[src/rtl/gamepad_scanner.sv]
// ---------------------------------------------------------------------------
// gamepad_scanner
//   Host-side scanner for a 3-button multiplexed gamepad. Each frame drives
//   SELECT high, then low, and samples the shared active-low pins after each
//   phase has settled. The eight button bits it returns are active-high and
//   filtered by frame-to-frame agreement. It also produces one-cycle press
//   events and a pad-present flag.
//
// Parameters
//   SETTLE : cycles SELECT is held per phase before sampling (>= 4)
//   PERIOD : cycles between frame starts (>= 2*SETTLE+2)
//   CW     : period counter width (2**CW > PERIOD)
//
// Ports
//   clk, rst            : clock, asynchronous active-high reset
//   up_in .. c_start    : raw pad pins (active-low, asynchronous to clk)
//   select              : SELECT drive to the pad
//   buttons[7:0]        : stable buttons {start,a,c,b,up,down,left,right}
//   press[7:0]          : one-cycle pulse per button 0->1 transition
//   pad_present         : last frame saw a pad (left/right low in SEL_LO)
//   frame_valid         : one-cycle pulse when a frame's results appear
// ---------------------------------------------------------------------------
module gamepad_scanner #(
  parameter int SETTLE = 4,
  parameter int PERIOD = 16384,
  parameter int CW     = 15
) (
  input  logic       clk,
  input  logic       rst,
  input  logic       up_in,
  input  logic       down_in,
  input  logic       left_in,
  input  logic       right_in,
  input  logic       a_b,
  input  logic       c_start,
  output logic       select,
  output logic [7:0] buttons,
  output logic [7:0] press,
  output logic       pad_present,
  output logic       frame_valid
);

  typedef enum logic [1:0] {
    SEL_HI = 2'd0,
    SEL_LO = 2'd1,
    UPDATE = 2'd2,
    IDLE   = 2'd3
  } state_t;

  localparam logic [CW-1:0] HI_END = CW'(SETTLE - 1);
  localparam logic [CW-1:0] LO_END = CW'(2 * SETTLE - 1);
  localparam logic [CW-1:0] LAST   = CW'(PERIOD - 1);

  // Pin vector order: [0]up [1]down [2]left [3]right [4]a_b [5]c_start
  logic [5:0] pins_s;
  logic [5:0] sync1_r;
  logic [5:0] sync2_r;
  logic [5:0] hi_r;          // inverted SEL_HI sample
  logic [CW-1:0] cnt_r;
  state_t     state_r;
  state_t     next_state_s;
  logic       hi_cap_s;
  logic       lo_cap_s;
  logic [7:0] raw_s;
  logic       present_s;
  logic [7:0] prev_r;
  logic [7:0] buttons_r;
  logic [7:0] press_r;
  logic       pad_present_r;
  logic       frame_valid_r;
  logic       select_r;

  assign pins_s = {c_start, a_b, right_in, left_in, down_in, up_in};

  // Two-flop synchronizer; released (high) pins after reset
  always_ff @(posedge clk or posedge rst) begin
    if (rst) begin
      sync1_r <= 6'b111111;
      sync2_r <= 6'b111111;
    end else begin
      sync1_r <= pins_s;
      sync2_r <= sync1_r;
    end
  end

  // Period counter: cnt_r equals the position t inside the current frame
  always_ff @(posedge clk or posedge rst) begin
    if (rst) begin
      cnt_r <= '0;
    end else if (cnt_r == LAST) begin
      cnt_r <= '0;
    end else begin
      cnt_r <= cnt_r + CW'(1);
    end
  end

  // FSM state register
  always_ff @(posedge clk or posedge rst) begin
    if (rst) begin
      state_r <= SEL_HI;
    end else begin
      state_r <= next_state_s;
    end
  end

  // Next-state logic and sample strobes
  always_comb begin
    next_state_s = state_r;
    hi_cap_s     = 1'b0;
    lo_cap_s     = 1'b0;
    case (state_r)
      SEL_HI: begin
        if (cnt_r == HI_END) begin
          hi_cap_s     = 1'b1;
          next_state_s = SEL_LO;
        end else begin
          next_state_s = SEL_HI;
        end
      end
      SEL_LO: begin
        if (cnt_r == LO_END) begin
          lo_cap_s     = 1'b1;
          next_state_s = UPDATE;
        end else begin
          next_state_s = SEL_LO;
        end
      end
      UPDATE: begin
        next_state_s = IDLE;
      end
      IDLE: begin
        if (cnt_r == LAST) begin
          next_state_s = SEL_HI;
        end else begin
          next_state_s = IDLE;
        end
      end
      default: begin
        next_state_s = SEL_HI;
      end
    endcase
  end

  // Raw frame: the SEL_HI sample plus the live SEL_LO pins at their sample point
  assign raw_s     = {~sync2_r[5], ~sync2_r[4], hi_r[5], hi_r[4],
                      hi_r[0], hi_r[1], hi_r[2], hi_r[3]};
  assign present_s = ~sync2_r[2] & ~sync2_r[3];

  // SEL_HI capture of the inverted pins
  always_ff @(posedge clk or posedge rst) begin
    if (rst) begin
      hi_r <= 6'b000000;
    end else if (hi_cap_s) begin
      hi_r <= ~sync2_r;
    end else begin
      hi_r <= hi_r;
    end
  end

  // SELECT drive follows the state being entered, so it is low exactly in SEL_LO
  always_ff @(posedge clk or posedge rst) begin
    if (rst) begin
      select_r <= 1'b1;
    end else begin
      select_r <= (next_state_s != SEL_LO);
    end
  end

  // Frame update, committed on the SEL_LO sample edge so results show in UPDATE
  always_ff @(posedge clk or posedge rst) begin
    if (rst) begin
      buttons_r     <= 8'h00;
      press_r       <= 8'h00;
      prev_r        <= 8'h00;
      pad_present_r <= 1'b0;
      frame_valid_r <= 1'b0;
    end else if (lo_cap_s) begin
      frame_valid_r <= 1'b1;
      pad_present_r <= present_s;
      if (!present_s) begin
        buttons_r <= 8'h00;
        press_r   <= 8'h00;
        prev_r    <= 8'h00;
      end else if (raw_s == prev_r) begin
        buttons_r <= raw_s;
        press_r   <= raw_s & ~buttons_r;
        prev_r    <= raw_s;
      end else begin
        buttons_r <= buttons_r;
        press_r   <= 8'h00;
        prev_r    <= raw_s;
      end
    end else begin
      frame_valid_r <= 1'b0;
      press_r       <= 8'h00;
      pad_present_r <= pad_present_r;
      buttons_r     <= buttons_r;
      prev_r        <= prev_r;
    end
  end

  assign select      = select_r;
  assign buttons     = buttons_r;
  assign press       = press_r;
  assign pad_present = pad_present_r;
  assign frame_valid = frame_valid_r;

endmodule

[config.mk]
export PLATFORM = sky130hd
export DESIGN_NAME = gamepad_scanner
export DESIGN_NICKNAME = d
export VERILOG_FILES = /design/src/rtl/gamepad_scanner.sv
export SDC_FILE = /design/constraint.sdc
export NUM_CORES = 1
export LEC_CHECK = 0
export CAP_MARGIN = 15
export CELL_PAD_IN_SITES_DETAIL_PLACEMENT = 1
export CELL_PAD_IN_SITES_GLOBAL_PLACEMENT = 1
export CORE_MARGIN = 2
export CORE_UTILIZATION = 45
export DETAILED_ROUTE_END_ITERATION = 12
export GPL_TIMING_DRIVEN = 1
export PLACE_DENSITY = 0.88
export SLEW_MARGIN = 20
export SYNTH_ARGS = -nofsm -noshare
export SYNTH_HDL_FRONTEND = slang
export SYNTH_SLANG_ARGS = --single-unit
[constraint.sdc]
create_clock -name clk -period 3.2 [get_ports clk]
set_input_delay 0.96 -clock clk [delete_from_list [all_inputs] [get_ports clk]]
set_output_delay 0.96 -clock clk [all_outputs]
set_load 0.01 [all_outputs]
After elaboration in Yosys (flattened, before gate mapping)
Cells that the tools add are included.
{"block": "word_totals", "regBits": 62, "word_cells": 47, "inputBits": 8, "output_inout_bits": 19}
{"block": "op_classes", "n_mux": 16, "n_eq_ne": 9, "reduce_logical": 2, "n_addsub": 1, "n_bitwise": 8}
{"op": "$mux 8", "count": 6}
{"op": "$add 15x1->15 const B", "count": 1}
{"op": "$eq 15x14->1 const B", "count": 1}
{"op": "$eq 15x2->1 const B", "count": 1}
{"op": "$eq 15x3->1 const B", "count": 1}
{"op": "$mux 15", "count": 1}
{"op": "$and 8x8->8", "count": 1}
{"op": "$eq 8x8->1", "count": 1}
{"op": "$not 8->8", "count": 1}
{"op": "$pmux 2 s4", "count": 1}
{"op": "$mux 1", "count": 6}
{"op": "$not 6->6", "count": 1}
{"op": "$eq 2x2->1 const B", "count": 2}
{"op": "$mux 2", "count": 2}
{"op": "$ne 2x1->1 const B", "count": 2}
{"op": "$not 1->1", "count": 4}
{"op": "$eq 2x1->1 const B", "count": 1}
{"op": "$logic_not 2->1", "count": 1}
{"op": "$reduce_and 2->1", "count": 1}
{"op": "$and 1x1->1", "count": 1}

Logic depth before layout (Yosys ltp)
{"block": "depth", "word_depth": 5, "mapped_depth": 8, "ltp_nobuf": 6}

Worst setup path after synthesis
No wires, ideal clock.
{"block": "synth_timing", "path_type": "reg-to-reg", "startpoint": "register cnt_r[0]", "endpoint": "register press_r[1] (netlist: press[1])", "t_required_ns": 3.120, "setup_ns": 0.080, "n_path_buf": 1, "stages_incl_launch_ff": 8, "synth_period_minus_slack_ns": 2.035, "arrival_ns": 1.955, "setup_slack_ns": 1.165, "cell_sequence": "dfrtp_1 > ha_1 > nor4b_2 > nand4_2 > or4b_1 > buf_2 > nand3b_4 > nor3b_2"}
{"block": "synth_between", "elab_chain_len": 4}
{"item": "from (decl)", "line_no": "59", "rtl": "logic [CW-1:0] cnt_r;"}
{"item": "from (signal assigned)", "line_no": "93", "rtl": "cnt_r <= cnt_r + CW'(1);"}
{"item": "$eq 15x3->1", "line_no": "121", "rtl": "if (cnt_r == LO_END) begin"}
{"item": "$mux 1", "line_no": "121"}
{"item": "$mux 1", "line_no": "111", "rtl": "case (state_r)"}
{"item": "$mux 8", "line_no": "177", "rtl": "end else if (lo_cap_s) begin"}
{"item": "to (signal assigned)", "line_no": "186", "rtl": "press_r <= raw_s & ~buttons_r;"}
{"item": "to (decl)", "line_no": "68", "rtl": "logic [7:0] press_r;"}
No other way between the ends.
A chain may end at the register's enable or synchronous reset.

Final worst setup path
{"block": "layout_timing", "startpoint": "register cnt_r[0]", "endpoint": "register press_r[4] (netlist: press[4])"}
Same word-level chain as after synthesis.

==> metrics <==
Largest stage delay, worst path=0.77 ns; clk buf depth=2; initial antenna violation count=0; final hold vios=0; DIE AREA=0.00601 mm2; ANT cells=0; Main synth FF type=dfrtp_1; Design Area, Final=0.00296 mm2; drt pass-1 iters=4; Layout area overhead=21.5%; grt ovf=0; Cell Area, Placed=0.00279 mm2; crit start category=register; DIE HEIGHT=77.6 um; Mapped Area=0.00243 mm2; Hold/Removal Path Class=reg -> reg; filler cell count=541; post-cts gate resize count=0; reg2reg path depth=6; CP endpoint=press[4]$_DFF_PP0_; Layout Nets=245; Rows=26; Max Slew Vio Count=0; RSZ-0062 raised after global routing=no; worst-skew pair later-pin latency=0.34 ns; post-detailed-route wirelength per cell=16.7 um; overall power=1.48 mW; worst r2r src=cnt_r[0]$_DFF_PP0_; IO buf count=26; largest net degree at the start of global routing=31; Cell variety after synth=36; Avg Cell Area, Syn=12.1 um2; # hold bufs at CTS=0; fin crit share=0.785; P_leak=1.33 nW; # IOs=27; DRT Wirelength=5200 um; vias after detailed routing=1643; first-pass GRT wire length=9050 um; post-route setup TNS=0 ns; highest-delay cell along the critical path=or4b_1; H-tree depth=3; FMAX=398 MHz; end of the worst register-to-register path=press[4]$_DFF_PP0_; antenna-violating nets left=0; layout cells sized above 1=0.174; Final Critical Period=2.51 ns; GRT Util Overall=0.199; routability cong.=0.779; CP endpoint kind=register; CP Class=reg -> reg; Initial Utilization=0.471; WP data arrival=2.76 ns; final setup fails=0; Post-route DRC=0; Worst setup startpoint=cnt_r[0]$_DFF_PP0_; critical path required time=3.45 ns; CP Cell Sequence=ha_1 -> nor4b_2 -> nand4_2 -> or4b_1 -> nand3b_4 -> nor3b_2; Die X=77.6 um; CTS tree=built; EDFF count, synth=0; status=finished, final reports clean; post-CTS setup buffers=0; yosys warns=0; clock sinks=62; vias in the first global route=1772; sequential fraction of the synthesis area=0.644; worst slew pin tran=0.673 ns; clock-pin slew on the worst setup and hold paths=0.06 ns; Power Dens Cells=499 mW/mm2; Gate Count Post-Synth=201; HPWL Detailed=3650 um; crit-path max FO=14; Post-synth ARST share=1.00; root buffer selected by CTS=clkbuf_8; core area=0.00517 mm2; dpl cells=295; internal reg-to-reg setup slack=0.69 ns; via/cell ratio=5.28; non-filler cells in the finished layout=311; Relative slew margins=0.548; initial drt markers=63; CTS Buf Count=9; Worst VDD drop=0.309 mV; Synth Net Count=210; Max-Cap Viols=0; clk_skew=0.00771 ns; Yosys reg bits=62; Post-Route Utilization=0.572
-- synthesized netlist by cell type (2+ instances only) --
library cell	n	area, um2
nand4_1	5	31.3
a22o_1	8	70.1
nand3_1	10	50.1
a31oi_1	2	12.5
o21ai_0	5	25.0
and3_1	2	12.5
a21oi_1	3	15.0
clkbuf_1	3	11.3
dfrtp_1	49	1230
o31ai_1	2	15.0
nor3b_2	6	75.1
xnor2_1	13	114
nor2_1	15	56.3
buf_2	3	15.0
dfstp_2	13	342
nand2_1	26	97.6
nor4_1	2	12.5
nor3_1	4	20.0
xor2_1	6	52.6
inv_1	8	30.0
-- layout by cell type (no fill, tap or decap), types with 6 or more instances in the layout --
master,instances
nand3_1,10
clkbuf_8,11
dfrtp_1,49
nor3b_2,6
xor2_1,6
clkdlybuf4s50_1,26
nand2_1,26
inv_1,7
dfstp_2,13
xnor2_1,13
a22o_1,8
nor2_1,15
-- cells by family after synthesis --
logic type / count (synthesis) / synth area share
xor+xnor: 19 / 0.0683
flops: 62 / 0.644
fa+ha+maj: 1 / 0.00514
buf+inv: 14 / 0.0231
compound gates: 22 / 0.0617
mux: 1 / 0.00411
simple gates: 82 / 0.194
-- metrics by stage --
stage               hold slack, ns  setup WS (ns)
floorplan                    0.345          0.720
global placement             0.346          0.846
detailed placement           0.347          0.695
CTS                          0.356          0.666
global route                 0.359          0.495
finish                       0.354          0.689
-- registers in the layout, indices dropped and copies added, names as in the netlist --
name         count
buttons          8
hi_r             6
frame_valid      1
press            8
sync2_r          6
sync1_r          6
state_r          2
pad_present      1
prev_r           8
cnt_r           15
select           1
-- per-layer routing --
layer / up-vias / wire length [um] / part of all wire / track usage
met5: - / 0 / 0 / 0
met4: 0 / 77 / 0.015 / 0.0911
met2: 30 / 2790 / 0.54 / 0.342
met3: 8 / 161 / 0.031 / 0.0465
met1: 849 / 2170 / 0.42 / 0.238
li1: 756 / - / - / -
-- worst min path at each step --
| stage | from | endpoint | cells past startpoint |
|---|---|---|---|
| floorplan | sync1_r[0]$_DFF_PP1_ | sync2_r[0]$_DFF_PP1_ | 0 |
| global placement | sync1_r[0]$_DFF_PP1_ | sync2_r[0]$_DFF_PP1_ | 0 |
| detailed placement | sync1_r[5]$_DFF_PP1_ | sync2_r[5]$_DFF_PP1_ | 0 |
| CTS | sync1_r[5]$_DFF_PP1_ | sync2_r[5]$_DFF_PP1_ | 0 |
| global route | sync1_r[1]$_DFF_PP1_ | sync2_r[1]$_DFF_PP1_ | 0 |
| finish | sync1_r[5]$_DFF_PP1_ | sync2_r[5]$_DFF_PP1_ | 0 |
-- cell type report --
cell class	instances	area, um2	share of cell area
Sequential cell	62	1570	0.530
Inverter	8	30.0	0.0102
Clock inverter	1	5.00	0.00169
Timing Repair Buffer	30	290	0.0981
Multi-Input combinational cell	125	811	0.274
Clock buffer	15	166	0.0563
Tap cell	70	87.6	0.0296
-- worst max-delay path, delay by kind of cell, from the launching register on --
kind | cells | cell delay, ns
simple gates | 5 | 1.81
flops | 1 | 0.40
fa+ha+maj | 1 | 0.22
-- where the power goes --
group | leakage, nW | internal [mW] | switching, mW
Clock | 0.0877 | 0.324 | 0.281
Combinational | 0.467 | 0.0221 | 0.0277
Sequential | 0.777 | 0.806 | 0.0153
Total | 1.33 | 1.15 | 0.324
No activity file was read; power rests on OpenSTA's default activity.
